**src/rtl/if_fetch_unit_pkg.sv**
```systemverilog
// Shared processor package: fetch FSM encoding, reset PC, NOP word, PC helper.
package if_fetch_unit_pkg;

  typedef enum logic [1:0] {
    FETCH = 2'd0,
    DRAIN = 2'd1,
    HOLD  = 2'd2
  } fetch_state_e;

  localparam logic [31:0] RESET_PC_DEFAULT  = 32'h0000_0000;
  localparam logic [31:0] NOP_INSTR_DEFAULT = 32'h0000_0000;

  // Sequential successor of a fetch address; wraps modulo 2^32 with no flag.
  function automatic logic [31:0] pc_inc(input logic [31:0] pc);
    return pc + 32'd4;
  endfunction

endpackage

```
**src/rtl/if_fetch_unit.sv**
```systemverilog
// Instruction fetch unit: one outstanding imem request, zero-bubble streaming,
// a hold buffer for downstream freeze and a redirect register that lets a
// branch wait for an in-flight request to drain before refetching.
module if_fetch_unit
  import if_fetch_unit_pkg::*;
#(
  parameter logic [31:0] RESET_PC  = RESET_PC_DEFAULT,
  parameter logic [31:0] NOP_INSTR = NOP_INSTR_DEFAULT
) (
  input  logic        clk,
  input  logic        rst,
  input  logic        freeze,
  input  logic        branch_taken,
  input  logic [31:0] branch_addr,
  output logic        imem_req,
  output logic [31:0] imem_addr,
  input  logic        imem_ready,
  input  logic [31:0] imem_rdata,
  output logic [31:0] PC_out,
  output logic [31:0] Instruction_out,
  output logic        valid_out
);

  fetch_state_e state_q, state_d;
  logic [31:0]  pc_q, pc_d;
  logic [31:0]  redirect_q, redirect_d;
  logic [31:0]  hold_pc_q, hold_pc_d;
  logic [31:0]  hold_instr_q, hold_instr_d;
  logic [31:0]  pc_plus4;

  assign pc_plus4 = pc_inc(pc_q);

  // State and datapath registers; reset acts immediately, even mid-request.
  always_ff @(posedge clk or posedge rst) begin
    if (rst) begin
      state_q      <= FETCH;
      pc_q         <= RESET_PC;
      redirect_q   <= 32'h0;
      hold_pc_q    <= 32'h0;
      hold_instr_q <= 32'h0;
    end else begin
      state_q      <= state_d;
      pc_q         <= pc_d;
      redirect_q   <= redirect_d;
      hold_pc_q    <= hold_pc_d;
      hold_instr_q <= hold_instr_d;
    end
  end

  // Next-state and output decode. A branch always suppresses valid_out and
  // beats freeze; an outstanding request is never abandoned (DRAIN).
  always_comb begin
    state_d         = state_q;
    pc_d            = pc_q;
    redirect_d      = redirect_q;
    hold_pc_d       = hold_pc_q;
    hold_instr_d    = hold_instr_q;
    imem_req        = 1'b0;
    imem_addr       = pc_q;
    valid_out       = 1'b0;
    PC_out          = 32'h0;
    Instruction_out = NOP_INSTR;

    case (state_q)
      FETCH: begin
        imem_req = 1'b1;
        if (imem_ready) begin
          if (branch_taken) begin
            // Returned word is on the wrong path: drop it and refetch.
            pc_d = branch_addr;
          end else begin
            valid_out       = 1'b1;
            PC_out          = pc_plus4;
            Instruction_out = imem_rdata;
            if (freeze) begin
              // Consumer stalled: park the word; pc advances on release.
              hold_pc_d    = pc_plus4;
              hold_instr_d = imem_rdata;
              state_d      = HOLD;
            end else begin
              pc_d = pc_plus4;
            end
          end
        end else if (branch_taken) begin
          redirect_d = branch_addr;
          state_d    = DRAIN;
        end
      end

      DRAIN: begin
        // Keep the old address up until memory answers, then discard it.
        imem_req = 1'b1;
        if (branch_taken) redirect_d = branch_addr;
        if (imem_ready) begin
          pc_d    = branch_taken ? branch_addr : redirect_q;
          state_d = FETCH;
        end
      end

      HOLD: begin
        if (branch_taken) begin
          pc_d    = branch_addr;
          state_d = FETCH;
        end else begin
          valid_out       = 1'b1;
          PC_out          = hold_pc_q;
          Instruction_out = hold_instr_q;
          if (!freeze) begin
            pc_d    = pc_plus4;
            state_d = FETCH;
          end
        end
      end

      default: state_d = FETCH;
    endcase

    // Outputs read as idle for the whole time reset is held.
    if (rst) begin
      imem_req        = 1'b0;
      valid_out       = 1'b0;
      PC_out          = 32'h0;
      Instruction_out = NOP_INSTR;
    end
  end

endmodule

```
**config.mk**
```make
export PLATFORM = sky130hd
export DESIGN_NAME = if_fetch_unit
export DESIGN_NICKNAME = d
export VERILOG_FILES = /design/src/rtl/if_fetch_unit_pkg.sv /design/src/rtl/if_fetch_unit.sv
export SDC_FILE = /design/constraint.sdc
export NUM_CORES = 1
export LEC_CHECK = 0
export ABC_AREA = 1
export CORE_UTILIZATION = 36
export CTS_BUF_LIST = sky130_fd_sc_hd__clkbuf_16
export DETAILED_ROUTE_END_ITERATION = 8
export GPL_TIMING_DRIVEN = 1
export PLACE_DENSITY_LB_ADDON = 0.05
export RECOVER_POWER = 25
export SETUP_SLACK_MARGIN = 0.3
export SYNTH_ARGS = -nofsm -noshare
export SYNTH_HDL_FRONTEND = slang
export SYNTH_SLANG_ARGS = --single-unit
```
**constraint.sdc**
```tcl
create_clock -name clk -period 4.3 [get_ports clk]
set_clock_uncertainty 0.15 [all_clocks]
set_input_delay 0.645 -clock clk [delete_from_list [all_inputs] [get_ports clk]]
set_output_delay 0.645 -clock clk [all_outputs]
set_load 0.03 [all_outputs]
```
==> results.yml <==
grt:
  grtUsageMet3_pct: 3.26
  use_met2_pct: 34.5
  track_usage_pct: 22.7
  grt_start_max_net_pins: 74
  busiest_layer: "met2"
  met1_usage_pct: 33.7
  grt_pass1_wl_um: 37800
  first_global_vias: 6690
  antenna_found_initial: 0
  grt_overflow: 0
yosys:
  ys_warn_count: 0
  synth_seq_cells: 130
  synth_area_per_cell_um2: 7.32
  synth-edff-count: 0
  ys_seq_area_share_pct: 43.7
  postSynthCellCount: 1018
  yosysUniqueCellTypes: 34
  syn_nets: 1088
  synth_ff_type: "dfrtp_1"
  ys_async_sr_fraction_pct: 100
  syn_area_um2: 7450
drt:
  ant_nets: 0
  drt_pass1_iterations: 4
  vias: 7081
  post_drt_via_cell_ratio: 4.91
  drcViolationCount: 0
  wl_per_cell_um: 16.2
  dr.first_iter.drc_count: 446
  finalWirelength_um: 23400
outcome:
  status: "complete, no violations"
die:
  design.die.area_um2: 21300
  ios: 167
  dieHeight_um: 146
  dieWidth_um: 146
  start_util_pct: 36.8
  fp-row-count: 52
  core-area_um2: 20200
layout:
  drive_above_1_share_pct: 8.37
  syn_to_final_growth_pct: 33.5
  diodes: 0
  nets: 1228
sta:
  final_max_slew_viol_count: 0
  period_share_pct: 88.8
  setup-violations-final: 0
  worstMarginPinSlew_ns: 1.47
  final.min_clock_period_ns: 3.82
  fmax_mhz: 262
  whs_ns: 0.322
  tns_ns: 0
  hold_viol: 0
  slew_headroom_pct: 1.70
  rsz0062_at_grt: "no"
setup_path:
  cp_data_arrival_time_ns: 3.02
  critPathKind: "in -> out"
  crit_fanout: 29
  r2r-start: "state_q[1]"
  critPathCaptureType: "output pin"
  startpoint: "imem_ready"
  cp_data_required_time_ns: 3.50
  cp-start-kind: "input pin"
clocking:
  clock_latency_ns: 0.42
  postCtsHoldBufs: 0
  cts_buffers: 17
  cts_tree: "done"
  path_clk_slew_ns: 0.06
  post_cts.repair.setup_buffers: 0
  cts_sinks: 130
  post_cts_resized: 0
  cts_root_buf: "clkbuf_16"
  cts.htree.levels: 4
  clk_path_buf_depth: 2
power:
  p_per_area_nw_per_um2: 442
  peakVddDrop_mv: 0.293
  power.leakage_uw: 0.00427
  total_power_uw: 4390
hold_path:
  hold_path_startpoint: "hold_pc_q[6]"
  min_path_type: "reg -> reg"
place:
  place.gp.congestion: 0.826
  hpwl_um: 16500
  io_buffers: 166
flow_run:
  cap_violations: 0
## worst max-delay path, cell delays in order
cell and delay [ns]:
dlygate4sd3_1 0.67, nand3_2 0.19, inv_2 0.31, buf_12 0.22
nand2_1 0.09, a21oi_1 0.17, clkdlybuf4s50_1 0.69
## per-layer routing
layer	share of wire, %	wire length, um
met1	50	11700
met2	45	10500
met3	4.0	925
met4	0.99	232
met5	0	0
## path summary, 6_finish.rpt
kind | endpoint | slack, ns | cells after the start
worst max-delay path | Instruction_out[23] | 0.48 | 7
worst min-delay path | hold_pc_q[6] | 0.32 | 2
worst max register to register | imem_addr[6] | 1.48 | 8
worst min register to register | hold_pc_q[6] | 0.32 | 2
max in group asynchronous | imem_addr[12] | 1.11 | 3
min in group asynchronous | hold_instr_q[0] | 1.14 | 2
## per-stage QoR
stage          setup slack, ns  cell area [um2]  utilization (%)  std cells
3_5_place_dp             0.527             9370             46.3       1409
6_report                 0.483             9940             49.1       1441
5_1_grt                  0.277             9940             49.1       1441
2_1_floorplan             1.51             7450                -       1018
4_1_cts                  0.528             9960             49.2       1441
3_3_place_gp             0.558             9370             46.3       1409
## kinds of logic (layout without fill, tap and decap cells)
| kind of cell | Yosys count | in the layout | synth area share, % |
|---|---|---|---|
| AO/OA/AOI/OAI | 241 | 241 | 18.6 |
| XOR/XNOR | 15 | 15 | 2.47 |
| adder cells (fa/ha/maj) | 1 | 1 | 0.168 |
| buffers and inverters | 113 | 266 | 6.50 |
| flip-flops | 130 | 130 | 43.7 |
| AND/OR/NAND/NOR | 518 | 518 | 28.6 |
## layout by cell type (no fill, tap or decap), types with 8 or more instances in the layout
cell,n
a21boi_0,19
a21boi_1,15
a21oi_1,105
a31oi_1,16
buf_12,8
buf_4,8
clkbuf_16,17
clkdlybuf4s50_1,158
dfrtp_1,130
inv_1,46
inv_2,8
nand2_1,372
nand3_1,16
nor2_1,96
nor2_4,9
o21ai_0,59
o31ai_1,8
or2_2,8
## cells in the mapped netlist (all sizes together), types with 2 or more instances
| cell | number | share of area, % |
|---|---|---|
| dfrtp | 130 | 44 |
| o221ai | 3 | 0.35 |
| and2 | 3 | 0.25 |
| nand3 | 17 | 1.2 |
| o31ai | 8 | 0.81 |
| clkbuf | 16 | 0.81 |
| a2bb2oi | 2 | 0.24 |
| a31oi | 16 | 1.3 |
| xor2 | 12 | 2.1 |
| inv | 55 | 2.8 |
| a21boi | 34 | 3.4 |
| a22oi | 7 | 0.71 |
| o21ai | 63 | 4.2 |
| buf | 42 | 2.9 |
| xnor2 | 3 | 0.35 |
| nor2 | 112 | 7.2 |
| a21oi | 107 | 7.4 |
| nand2 | 378 | 19 |
| or2 | 8 | 0.67 |
## power breakdown
part,total [uW],switching (uW),internal (uW),leakage [uW]
combinational,1220,747,470,0.00243
clock,1470,563,905,0.000286
sequential,1710,210,1500,0.00156
## registers in the layout, summed over array words and instances (netlist names)
register      count
hold_pc_q        32
state_q           2
imem_addr        32
hold_instr_q     32
redirect_q       32
## area by class of cell
| type | instances | area [um2] |
|---|---|---|
| fill | 2009 | 10300 |
| clock inverter | 15 | 168 |
| tap | 270 | 338 |
| multi-input combinational | 775 | 3720 |
| sequential | 130 | 3250 |
| clock buffer | 17 | 425 |
| timing repair buffer | 179 | 1830 |
| inverter | 55 | 208 |
(Power assumes the default switching activity.)
==> edit (same settings) <==
`hold_instr_q` no longer has a reset.
--- a/src/rtl/if_fetch_unit.sv
+++ b/src/rtl/if_fetch_unit.sv
@@ -38,5 +38,4 @@
       redirect_q   <= 32'h0;
       hold_pc_q    <= 32'h0;
-      hold_instr_q <= 32'h0;
     end else begin
       state_q      <= state_d;
@@ -44,6 +43,9 @@
       redirect_q   <= redirect_d;
       hold_pc_q    <= hold_pc_d;
-      hold_instr_q <= hold_instr_d;
     end
+  end
+
+  always_ff @(posedge clk) begin
+    hold_instr_q <= hold_instr_d;
   end
 
Behaviour: no difference found for any inputs over 4 cycles, from zero or initial values and one cycle with rst high; that may be too few to reach the edited logic, so the function may still have changed.
==> edit against the original RTL <==
  * The run now ends with capacitance limit, slew limit left
  * Global-route usage fell by 0.45 points
  * Area after synthesis decreased by 3.6%
  * Cell area down 3.4%
  * Final cell count down 7.6%
  * Hold slack better by 0.0030 ns
  * Worst setup slack improved by 0.23 ns
  * Register-to-register slack gained 0.52 ns
  * Power down 3.2%
  * Via count fell by 7.3%
  * Sequential cell count is the same
  * Routed wire length shrank 6.4%
  * Highest routed layer unchanged
==> edit: results <==
setup_path:
  r2r_setup_slack_ns: 2.00
  crit_path_end: "PC_out[23]"
  reg2reg_depth: 9
  cp-startpoint: "branch_taken"
  critPathArrivalTime_ns: 2.79
  critPathSlowestCell: "dlygate4sd3_1"
  reg2reg_to: "imem_addr[28]"
  max_stage_delay_ns: 0.63
drt:
  wire_per_inst_microns: 16.4
  vias: 6565
  drt-met1-wl_mm: 10.4
  wl_met2_mm: 9.77
  wl_met3_mm: 1.34
  firstDrtPassIters: 5
outcome:
  status: "finished, violations left"
  violations: "capacitance limit, slew limit"
layout:
  stdcell_area_sq_um: 9610
  final-instance-count-excl-fill: 1331
  ff_latch_area_sq_um: 3410
  bufAreaShareNonClock_pct: 18.3
  fin_nets: 1123
  nNonClkInverters: 47
  comb.multi_input.count: 677
  drive_gt1_share_pct: 13.4
  fillers: 1912
synth:
  synthAdderAreaFrac_pct: 0.174
  yosysUniqueCellTypes: 39
  yosys-top-cells-area: "dfrtp_1 34%, nand2_1 14%, edfxtp_1 13%, nor2_1 7.0%, a21oi_1 6.0%"
  synth_edf_count: 32
  yosysSeqAreaShare_pct: 47.6
  synth_fp_nets: 975
  synthTopCellsByCount: "265 x nand2_1, 133 x nor2_1, 98 x dfrtp_1"
  synth-compound-area-share_pct: 18.0
  synthCells: 905
global_route:
  grt_first_pass_wirelength_mm: 34.0
  grt_start_max_net_pins: 56
  grt_use_met3_pct: 4.96
  grt_pass1_vias: 6025
  grt_usage_pct: 22.3
  met2_usage_pct: 33.4
pwr:
  p_leak_nw: 4.15
place:
  dp_hpwl_mm: 15.4
  placedCellCount: 1299
  dp_slack_ns: 0.859
timing:
  finalMaxSlewViolations: 54
  relSlewSlack_pct: -48.1
flow_run:
  maxCapViolations: 1
## edit: changes by cell type in the layout (fill, tap and decap cells not counted), sizes merged, moves of 33 or more
cell           change
buf               +61
nor2              +33
o21ai             -45
clkdlybuf4s50     -91
nand2            -109
a22oi             +35
## edit: power breakdown
group / internal (mW) / switching [mW]
Sequential: 1.49 / 0.189
Combinational: 0.433 / 0.695
Clock: 0.857 / 0.594
## edit: worst min path at each step
| stage | endpoint | slack [ns] | startpoint | cells after the start |
|---|---|---|---|---|
| 3_3_place_gp | hold_pc_q[15] | 0.31 | hold_pc_q[15] | 2 |
| 3_5_place_dp | hold_pc_q[5] | 0.31 | hold_pc_q[5] | 2 |
| 4_1_cts | hold_pc_q[5] | 0.33 | hold_pc_q[5] | 2 |
| 5_1_grt | hold_pc_q[14] | 0.35 | hold_pc_q[14] | 2 |
| 6_report | hold_pc_q[5] | 0.33 | hold_pc_q[5] | 2 |
| 2_1_floorplan | hold_pc_q[5] | 0.29 | hold_pc_q[5] | 2 |
